[src/rtl/riscv_defines.sv]
// Shared definitions for the core pipeline.
// Holds the memory access size encoding, the funct3 codes for loads and stores,
// and small helpers that decode size, alignment and byte enables from funct3
// and the low two address bits.
package riscv_defines;

    typedef enum logic [1:0] {
        MEM_B = 2'b00,
        MEM_H = 2'b01,
        MEM_W = 2'b10
    } mem_size_e;

    localparam logic [2:0] FUNCT3_LB  = 3'b000;
    localparam logic [2:0] FUNCT3_LH  = 3'b001;
    localparam logic [2:0] FUNCT3_LW  = 3'b010;
    localparam logic [2:0] FUNCT3_LBU = 3'b100;
    localparam logic [2:0] FUNCT3_LHU = 3'b101;
    localparam logic [2:0] FUNCT3_SB  = 3'b000;
    localparam logic [2:0] FUNCT3_SH  = 3'b001;
    localparam logic [2:0] FUNCT3_SW  = 3'b010;

    // Access size from funct3; the unused codes 011, 110 and 111 fall back to word.
    function automatic mem_size_e funct3_size(input logic [2:0] funct3);
        mem_size_e size;
        case (funct3[1:0])
            2'b00:   size = MEM_B;
            2'b01:   size = MEM_H;
            default: size = MEM_W;
        endcase
        return size;
    endfunction

    // Halfwords need an even address, words a 4-byte aligned address.
    function automatic logic is_misaligned(input mem_size_e size, input logic [1:0] addr_lsb);
        logic mis;
        case (size)
            MEM_B:   mis = 1'b0;
            MEM_H:   mis = addr_lsb[0];
            default: mis = (addr_lsb != 2'b00);
        endcase
        return mis;
    endfunction

    // Store byte enables for the selected lane(s).
    function automatic logic [3:0] store_be(input mem_size_e size, input logic [1:0] addr_lsb);
        logic [3:0] be;
        case (size)
            MEM_B:   be = 4'b0001 << addr_lsb;
            MEM_H:   be = addr_lsb[1] ? 4'b1100 : 4'b0011;
            default: be = 4'b1111;
        endcase
        return be;
    endfunction

endpackage

[src/rtl/load_aligner.sv]
// Combinational load data aligner.
// Picks the byte or halfword addressed by addr_lsb out of the 32-bit bus word,
// right-justifies it and sign- or zero-extends according to funct3[2].
// Ports: rdata (bus word), addr_lsb (address bits [1:0]), funct3 (size/sign),
//        data (aligned 32-bit result).
module load_aligner
    import riscv_defines::*;
(
    input  logic [31:0] rdata,
    input  logic [1:0]  addr_lsb,
    input  logic [2:0]  funct3,
    output logic [31:0] data
);

    logic [7:0]  byte_s;
    logic [15:0] half_s;
    mem_size_e   size_s;

    // Lane selection and extension.
    always_comb begin
        byte_s = 8'h00;
        half_s = 16'h0000;
        data   = rdata;
        size_s = funct3_size(funct3);
        case (addr_lsb)
            2'b00:   byte_s = rdata[7:0];
            2'b01:   byte_s = rdata[15:8];
            2'b10:   byte_s = rdata[23:16];
            default: byte_s = rdata[31:24];
        endcase
        half_s = addr_lsb[1] ? rdata[31:16] : rdata[15:0];
        case (size_s)
            MEM_B:   data = funct3[2] ? {24'h000000, byte_s} : {{24{byte_s[7]}}, byte_s};
            MEM_H:   data = funct3[2] ? {16'h0000, half_s} : {{16{half_s[15]}}, half_s};
            default: data = rdata;
        endcase
    end

endmodule

[src/rtl/mem_stage.sv]
// Memory pipeline stage.
// Issues loads/stores on the req/gnt/rvalid data bus (one outstanding access),
// aligns load data and registers the writeback bundle for the WB stage.
// Ports: ex_* / store_data_i / reg_* / load_i / store_i / mem_funct3_i from
//        execute; mem_stall_o back to the front end; data_* bus to memory;
//        wb_* and misaligned_o registered towards writeback.
module mem_stage
    import riscv_defines::*;
#(
    parameter int WORD_WIDTH = 32,
    parameter int ADDR_WIDTH = 5
) (
    input  logic                  clk,
    input  logic                  rst_n,
    input  logic                  ex_valid_i,
    input  logic [WORD_WIDTH-1:0] ex_data_i,
    input  logic [WORD_WIDTH-1:0] store_data_i,
    input  logic [ADDR_WIDTH-1:0] reg_waddr_i,
    input  logic                  reg_we_i,
    input  logic                  load_i,
    input  logic                  store_i,
    input  logic [2:0]            mem_funct3_i,
    output logic                  mem_stall_o,
    output logic                  data_req_o,
    input  logic                  data_gnt_i,
    input  logic                  data_rvalid_i,
    output logic [WORD_WIDTH-1:0] data_addr_o,
    output logic                  data_we_o,
    output logic [3:0]            data_be_o,
    output logic [WORD_WIDTH-1:0] data_wdata_o,
    input  logic [WORD_WIDTH-1:0] data_rdata_i,
    output logic                  wb_valid_o,
    output logic [WORD_WIDTH-1:0] wb_data_o,
    output logic [ADDR_WIDTH-1:0] wb_waddr_o,
    output logic                  wb_we_o,
    output logic                  misaligned_o
);

    typedef enum logic [1:0] {
        IDLE        = 2'b00,
        WAIT_GNT    = 2'b01,
        WAIT_RVALID = 2'b10
    } state_e;

    state_e                state_r, state_next_s;
    mem_size_e             size_s;
    logic [1:0]            addr_lsb_s;
    logic                  mem_op_s, misaligned_s, we_ok_s;
    logic                  req_s, stall_s;
    logic [WORD_WIDTH-1:0] load_data_s;
    logic                  wb_valid_r, wb_we_r, mis_r;
    logic [WORD_WIDTH-1:0] wb_data_r;
    logic [ADDR_WIDTH-1:0] wb_waddr_r;
    logic                  wb_valid_s, wb_we_s, mis_s;
    logic [WORD_WIDTH-1:0] wb_data_s;
    logic [ADDR_WIDTH-1:0] wb_waddr_s;

    load_aligner u_load_aligner (
        .rdata    (data_rdata_i),
        .addr_lsb (addr_lsb_s),
        .funct3   (mem_funct3_i),
        .data     (load_data_s)
    );

    // Access decode; upstream is held during a transaction so these stay valid.
    always_comb begin
        addr_lsb_s   = ex_data_i[1:0];
        size_s       = funct3_size(mem_funct3_i);
        mem_op_s     = ex_valid_i & (load_i | store_i);
        misaligned_s = is_misaligned(size_s, addr_lsb_s);
        we_ok_s      = reg_we_i & (reg_waddr_i != {ADDR_WIDTH{1'b0}});
        data_addr_o  = {ex_data_i[WORD_WIDTH-1:2], 2'b00};
        data_we_o    = store_i;
        data_be_o    = store_i ? store_be(size_s, addr_lsb_s) : 4'b1111;
        case (size_s)
            MEM_B:   data_wdata_o = {4{store_data_i[7:0]}};
            MEM_H:   data_wdata_o = {2{store_data_i[15:0]}};
            default: data_wdata_o = store_data_i;
        endcase
    end

    // Next-state, bus handshake, stall and next writeback bundle.
    always_comb begin
        state_next_s = state_r;
        req_s        = 1'b0;
        stall_s      = 1'b0;
        wb_valid_s   = 1'b0;
        wb_we_s      = 1'b0;
        mis_s        = 1'b0;
        wb_data_s    = wb_data_r;
        wb_waddr_s   = wb_waddr_r;
        case (state_r)
            IDLE: begin
                if (ex_valid_i) begin
                    if (mem_op_s && misaligned_s) begin
                        // Dropped access: retire as a non-writing instruction.
                        wb_valid_s = 1'b1;
                        wb_data_s  = ex_data_i;
                        wb_waddr_s = reg_waddr_i;
                        mis_s      = 1'b1;
                    end else if (mem_op_s) begin
                        req_s        = 1'b1;
                        stall_s      = 1'b1;
                        // rvalid in this same cycle is illegal and simply ignored.
                        state_next_s = data_gnt_i ? WAIT_RVALID : WAIT_GNT;
                    end else begin
                        wb_valid_s = 1'b1;
                        wb_we_s    = we_ok_s;
                        wb_data_s  = ex_data_i;
                        wb_waddr_s = reg_waddr_i;
                    end
                end else begin
                    state_next_s = IDLE;
                end
            end
            WAIT_GNT: begin
                req_s   = 1'b1;
                stall_s = 1'b1;
                if (data_gnt_i) begin
                    state_next_s = WAIT_RVALID;
                end else begin
                    state_next_s = WAIT_GNT;
                end
            end
            WAIT_RVALID: begin
                if (data_rvalid_i) begin
                    state_next_s = IDLE;
                    wb_valid_s   = 1'b1;
                    wb_waddr_s   = reg_waddr_i;
                    // Stores retire with the address as data and no register write.
                    wb_we_s      = load_i & we_ok_s;
                    wb_data_s    = load_i ? load_data_s : ex_data_i;
                end else begin
                    stall_s      = 1'b1;
                    state_next_s = WAIT_RVALID;
                end
            end
            default: begin
                state_next_s = IDLE;
            end
        endcase
    end

    // FSM state register.
    always_ff @(posedge clk or negedge rst_n) begin
        if (!rst_n) begin
            state_r <= IDLE;
        end else begin
            state_r <= state_next_s;
        end
    end

    // Writeback bundle register.
    always_ff @(posedge clk or negedge rst_n) begin
        if (!rst_n) begin
            wb_valid_r <= 1'b0;
            wb_we_r    <= 1'b0;
            mis_r      <= 1'b0;
            wb_data_r  <= {WORD_WIDTH{1'b0}};
            wb_waddr_r <= {ADDR_WIDTH{1'b0}};
        end else begin
            wb_valid_r <= wb_valid_s;
            wb_we_r    <= wb_we_s;
            mis_r      <= mis_s;
            wb_data_r  <= wb_data_s;
            wb_waddr_r <= wb_waddr_s;
        end
    end

    // Request is forced low while reset is asserted, whatever the inputs show.
    assign data_req_o   = req_s & rst_n;
    assign mem_stall_o  = stall_s;
    assign wb_valid_o   = wb_valid_r;
    assign wb_we_o      = wb_we_r;
    assign wb_data_o    = wb_data_r;
    assign wb_waddr_o   = wb_waddr_r;
    assign misaligned_o = mis_r;

endmodule

[config.mk]
export PLATFORM = sky130hd
export DESIGN_NAME = mem_stage
export DESIGN_NICKNAME = d
export VERILOG_FILES = /design/src/rtl/riscv_defines.sv /design/src/rtl/load_aligner.sv /design/src/rtl/mem_stage.sv
export SDC_FILE = /design/constraint.sdc
export NUM_CORES = 1
export LEC_CHECK = 0
export ABC_AREA = 1
export CAP_MARGIN = 20
export CORE_ASPECT_RATIO = 0.8
export CORE_MARGIN = 2
export CORE_UTILIZATION = 37
export CTS_CLUSTER_SIZE = 12
export DETAILED_ROUTE_END_ITERATION = 7
export GPL_ROUTABILITY_DRIVEN = 0
export HOLD_SLACK_MARGIN = 0.05
export PLACE_DENSITY = 0.86
export REMOVE_ABC_BUFFERS = 1
export SYNTH_ARGS = -nofsm -noshare
export SYNTH_HDL_FRONTEND = slang
export SYNTH_SLANG_ARGS = --single-unit
[constraint.sdc]
create_clock -name clk -period 2 [get_ports clk]
set_clock_uncertainty 0.1 [all_clocks]
set_input_delay 0.3 -clock clk [delete_from_list [all_inputs] [get_ports clk]]
set_output_delay 0.3 -clock clk [all_outputs]
set_load 0.02 [all_outputs]
* Word level (Yosys, flattened, before mapping)
Cells that the tools add are included.
Cells by class: eq/ne operators 11, shifts and indexed selects 1, muxes and demuxes 47, bitwise logic cells 5, reductions and logical operators 10
Operators with widths (count):
- $mux W32 | 7
- $pmux W32 S2 | 3
- $pmux W8 S3 | 1
- $mux W5 | 4
- $mux W16 | 1
- $mux W1 | 15
- $mux W2 | 5
- $pmux W5 S2 | 1
- $ne A3 B3 Y1 const B | 3
- $eq A2 B1 Y1 const B | 4
- $logic_not A2 Y1 | 4
- $mux W4 | 2
- $pmux W1 S2 | 4
- $pmux W4 S2 | 1
- $pmux W2 S3 | 1
- $reduce_bool A5 Y1 | 1
- $and A1 B1 Y1 | 4
- $eq A2 B2 Y1 const B | 2
- $ne A2 B2 Y1 const B | 2
- $pmux W2 S2 | 1
- $reduce_and A4 Y1 | 1
- $reduce_bool A2 Y1 | 2
- $shl A1 B2 Y4 const A | 1
- $pmux W1 S3 | 1
- 3 further kinds | 3
Storage, ports and cells: flip-flop bits (word level) 42, input port bits 112, logic and storage cells 80

* Longest topological paths before layout
depth after elaboration 9, gate-level depth with buffers 12, depth with buffers taken out 10

* Modules after synthesis
From an unflattened synthesis, not the netlist that was laid out.
Second synthesis, totals: cells, all modules 595, area, all modules 3643.5 um^2
Modules (own cells, without submodules):
- mem_stage | instances 1, cells an instance 439, area an instance 2915.3 um^2
- load_aligner | instances 1, cells an instance 156, area an instance 728.2 um^2

* Worst setup path after synthesis
OpenSTA, ideal clock, no wires.
path kind input port to output port, from input port mem_funct3_i[1], to output port data_wdata_o[11], arrival time 1.226 ns, path slack 0.374 ns, cell stages on the path 5, path buffers 2, path through buf_2 nor2_1 clkbuf_1 nand2_1 o21ai_0
Between the ends: longest elaborated chain between the ends 4
Ends and longest elaborated chain:
- start: declaration | line mem_stage.sv:22 | input logic [2:0] mem_funct3_i,
- $eq A2 B1 Y1 or $logic_not A2 Y1 (tied branches) | line riscv_defines.sv:25 | case (funct3[1:0])
- $pmux W2 S2 * | line riscv_defines.sv:25
- $eq A2 B1 Y1 or $logic_not A2 Y1 (tied branches) | line mem_stage.sv:75 | case (size_s)
- $pmux W32 S2 * | line mem_stage.sv:75
- end: declaration | line mem_stage.sv:30 | output logic [WORD_WIDTH-1:0] data_wdata_o,
Every way passes the cells marked *; elsewhere a longest branch is shown, timed or not.

* Worst setup path after layout
from input port ex_data_i[0], to output port data_be_o[2]
Between the ends: longest elaborated chain between the ends 3
Ends and longest elaborated chain:
- start: declaration | line mem_stage.sv:16 | input logic [WORD_WIDTH-1:0] ex_data_i,
- $shl A1 B2 Y4 | line riscv_defines.sv:48 | MEM_B: be = 4'b0001 << addr_lsb;
- $pmux W4 S2 | line riscv_defines.sv:47 | case (size)
- $mux W4 | line mem_stage.sv:74 | data_be_o = store_i ? store_be(size_s, addr_lsb_s) : 4'b1111;
- end: declaration | line mem_stage.sv:29 | output logic [3:0] data_be_o,
No other way between the ends.

==> results.md <==
- Status: finished clean
- Worst-skew pair later-pin latency: 0.28 ns
- Clock buffer depth: 2
- Critical path peak fanout: 7
- Pwr Total: 4.484 mW
- Final Non-Filler Cells: 865
- WP data required: 1.60 ns
- Syn Area/Cell: 6.286 sq um
- Register bit count reported by yosys: 42
- WP data arrival: 1.54 ns
- Critical path endpoint category: primary output
- Total Wirelength: 13740 um
- Sequential area share after synthesis: 0.3062
- Total Die Area: 10070 sq um
- Setup CP Type: in -> out
- Postcts setup bufs: 0
- Die X: 111.7 um
- Synth area leaders: dfrtp_1 (31%), nand2_1 (23%), buf_4 (9.4%)
- Vias: 4380
- DR pass1 iterations: 7
- Die Ht: 90.14 um
- # DRC: 0
- Ys Warns: 0
- Largest net degree at the start of global routing: 43
- Reg-to-Reg Start: state_r[1]
- Final Slew Violations: 0
- Startpoint Class: input port
- Root buffer cell: clkbuf_16
- Crit-path most repeated cell: nand2_1
- TritonCTS buffer count: 5
- Via count of the first global-routing pass: 4533
- Post-route ant nets: 0
- Clock power frac: 0.205
- FF-to-FF End: wb_data_o[1]
- Post-synth EDFFs: 0
- First DRT Iteration DRCs: 285
- Fin. Hold Viols: 0
- Port buffer count: 220
- RSZ-0062 raised after global routing: no
- Setup Viol. Count Final: 0
- Post-synth top flop: dfrtp_1
- Slew HR: 0.6218
- Core area: 9037 sq um
- Reg power frac: 0.287
- Final period util: 0.9690
- R2R depth: 9
- Number of antenna diodes: 0
- CTS sink count: 42
- Synthesized cell area: 3432 sq um
- Peak VDD IR: 0.5110 mV
- Psw: 1.689 mW
- Vias per std cell: 5.064
- Final design utilization: 0.6403
- Yosys top cell area share: 0.3062
- Synth area leader: dfrtp_1
- Initial Util: 0.3798
- Slowest-stage cell, CP: clkdlybuf4s50_1
- FP Rows: 31
- DP HPWL: 10710 um
- Remaining Overflow, GRT: 0
- Total track usage: 0.2697
- IO Pins: 223
- Logic pwr share: 0.508
- Total power per unit cell area: 775.0 nW/um^2
- Ys async rst share: 1.000
- Static leakage: 2.826 nW
- Net Sw Frac: 0.3766
- R2R Setup Slk: 0.23 ns
- F_max: 516.0 MHz
- Crit-path max cell delay: 0.55 ns
- Cells along the critical path: clkdlybuf4s50_1 -> buf_4 -> nand2_1 -> nand2_1 -> nand2_1 -> clkdlybuf4s15_1
- Cts hold-fix bufs: 0
- Cell internal pwr: 2.796 mW
- Mean routed wirelength per cell: 15.88 um
- Area grow syn2layout: 68.61%
- Clock transition at path regs: 0.06 ns
- First-pass GRT wire length: 22060 um
- Maxcap violations: 0
- Netlist cell types: 25
- Worst min-delay path category: in -> async
- CTS tree: yes
- Worst Max-Slew Pin Slew: 0.5673 ns
- Fin crit period: 1.938 ns
- Layout cells sized above 1: 0.1467
- H-tree depth: 2
- Placed cell count: 856
- Initial antenna violation count: 0
- Fin nets: 861
- Mapped Cells: 546
==> cell usage after synthesis (2+ instances only) <==
master / instances
nand2_1: 214
nand3_1: 50
buf_4: 43
dfrtp_1: 42
nor2_1: 37
inv_1: 35
a21oi_1: 29
or2_2: 22
o21ai_0: 13
clkbuf_1: 10
o211ai_1: 9
a21boi_0: 8
buf_2: 8
buf_6: 5
nand4_1: 5
inv_2: 3
buf_1: 2
nand2_2: 2
nand3b_1: 2
nor2_2: 2
==> critical path, delay by kind of cell <==
kind	cells	cell delay, ns
simple gates	3	0.22
buf+inv	3	1.01
==> sequential cells by signal, indices dropped and copies added (netlist names) <==
signal and flops:
misaligned_o 1, state_r 2, wb_data_o 32, wb_valid_o 1
wb_waddr_o 5, wb_we_o 1
==> through the flow <==
stage	TNS [ns]	hold WS (ns)	setup WS (ns)	area, sq um
finish	0	0.04634	0.06198	5787
global route	0	0.09726	0.01275	5787
CTS	0	0.06132	0.01866	5789
detailed placement	-22.01	0.3610	-0.5374	5665
global placement	-17.99	0.3527	-0.4866	5665
floorplan	-4.058	-0.09559	-0.1778	2972
==> layout by cell type (no fill, tap or decap), types with 4 or more instances in the layout <==
master / n
a21boi_0: 8
a21oi_1: 29
buf_2: 16
buf_4: 38
clkbuf_16: 5
clkdlybuf4s15_2: 11
clkdlybuf4s50_1: 187
dfrtp_1: 42
inv_1: 35
nand2_1: 214
nand3_1: 50
nand4_1: 5
nor2_1: 34
nor2_2: 4
o211ai_1: 9
o21ai_0: 13
or2_2: 22
==> how the worst max path moves through the flow <==
stage / start / to / slack, ns / cells after the start
2_1_floorplan: state_r[1] / wb_data_o[16] / -0.18 / 7
3_3_place_gp: mem_funct3_i[1] / data_wdata_o[14] / -0.49 / 7
3_5_place_dp: mem_funct3_i[1] / data_wdata_o[30] / -0.54 / 7
4_1_cts: ex_data_i[0] / data_be_o[0] / 0.02 / 6
5_1_grt: ex_data_i[0] / data_be_o[2] / 0.01 / 6
6_report: ex_data_i[0] / data_be_o[2] / 0.06 / 6
==> final cells by class <==
class | instances | area (sq um)
fill | 779 | 3251
timing repair buffer | 263 | 2496
inverter | 38 | 142.6
tap | 115 | 143.9
sequential | 42 | 1051
clock buffer | 7 | 132.6
clock inverter | 1 | 30.03
multi-input combinational | 399 | 1790
==> logic make-up after synthesis <==
family / Yosys count / synth area share
other: 1 / 0.001093
AOI/OAI and AO/OA: 59 / 0.09843
buffers and inverters: 106 / 0.1768
DFF: 42 / 0.3062
and+or+nand+nor: 338 / 0.4174
==> power groups by stage <==
stage | Sequential (mW) | Clock [mW] | Combinational (mW)
floorplan | 1.62 | 0 | 0.625
global placement | 1.28 | 0 | 2.26
detailed placement | 1.29 | 0 | 2.31
CTS | 1.28 | 0.941 | 2.29
global route | 1.32 | 0.979 | 2.44
finish | 1.29 | 0.918 | 2.28
==> per-layer routing <==
layer | up-vias | global-route usage | share of wire
met1 | 2030 | 0.3325 | 0.42
met5 | - | 0 | 0
li1 | 2089 | - | -
met3 | 23 | 0.07080 | 0.083
met4 | 0 | 0.08025 | 0.016
met2 | 238 | 0.4626 | 0.48
==> repair_timing <==
item / CTS / global route
endpoints found under the hold margin: 0 / 0
gates resized for setup: 117 / 2
gates cloned: 1 / 0
setup endpoints to repair: 31 / 2
pin swaps: 0 / 0
Note: power is estimated with default switching activity, not from simulation.
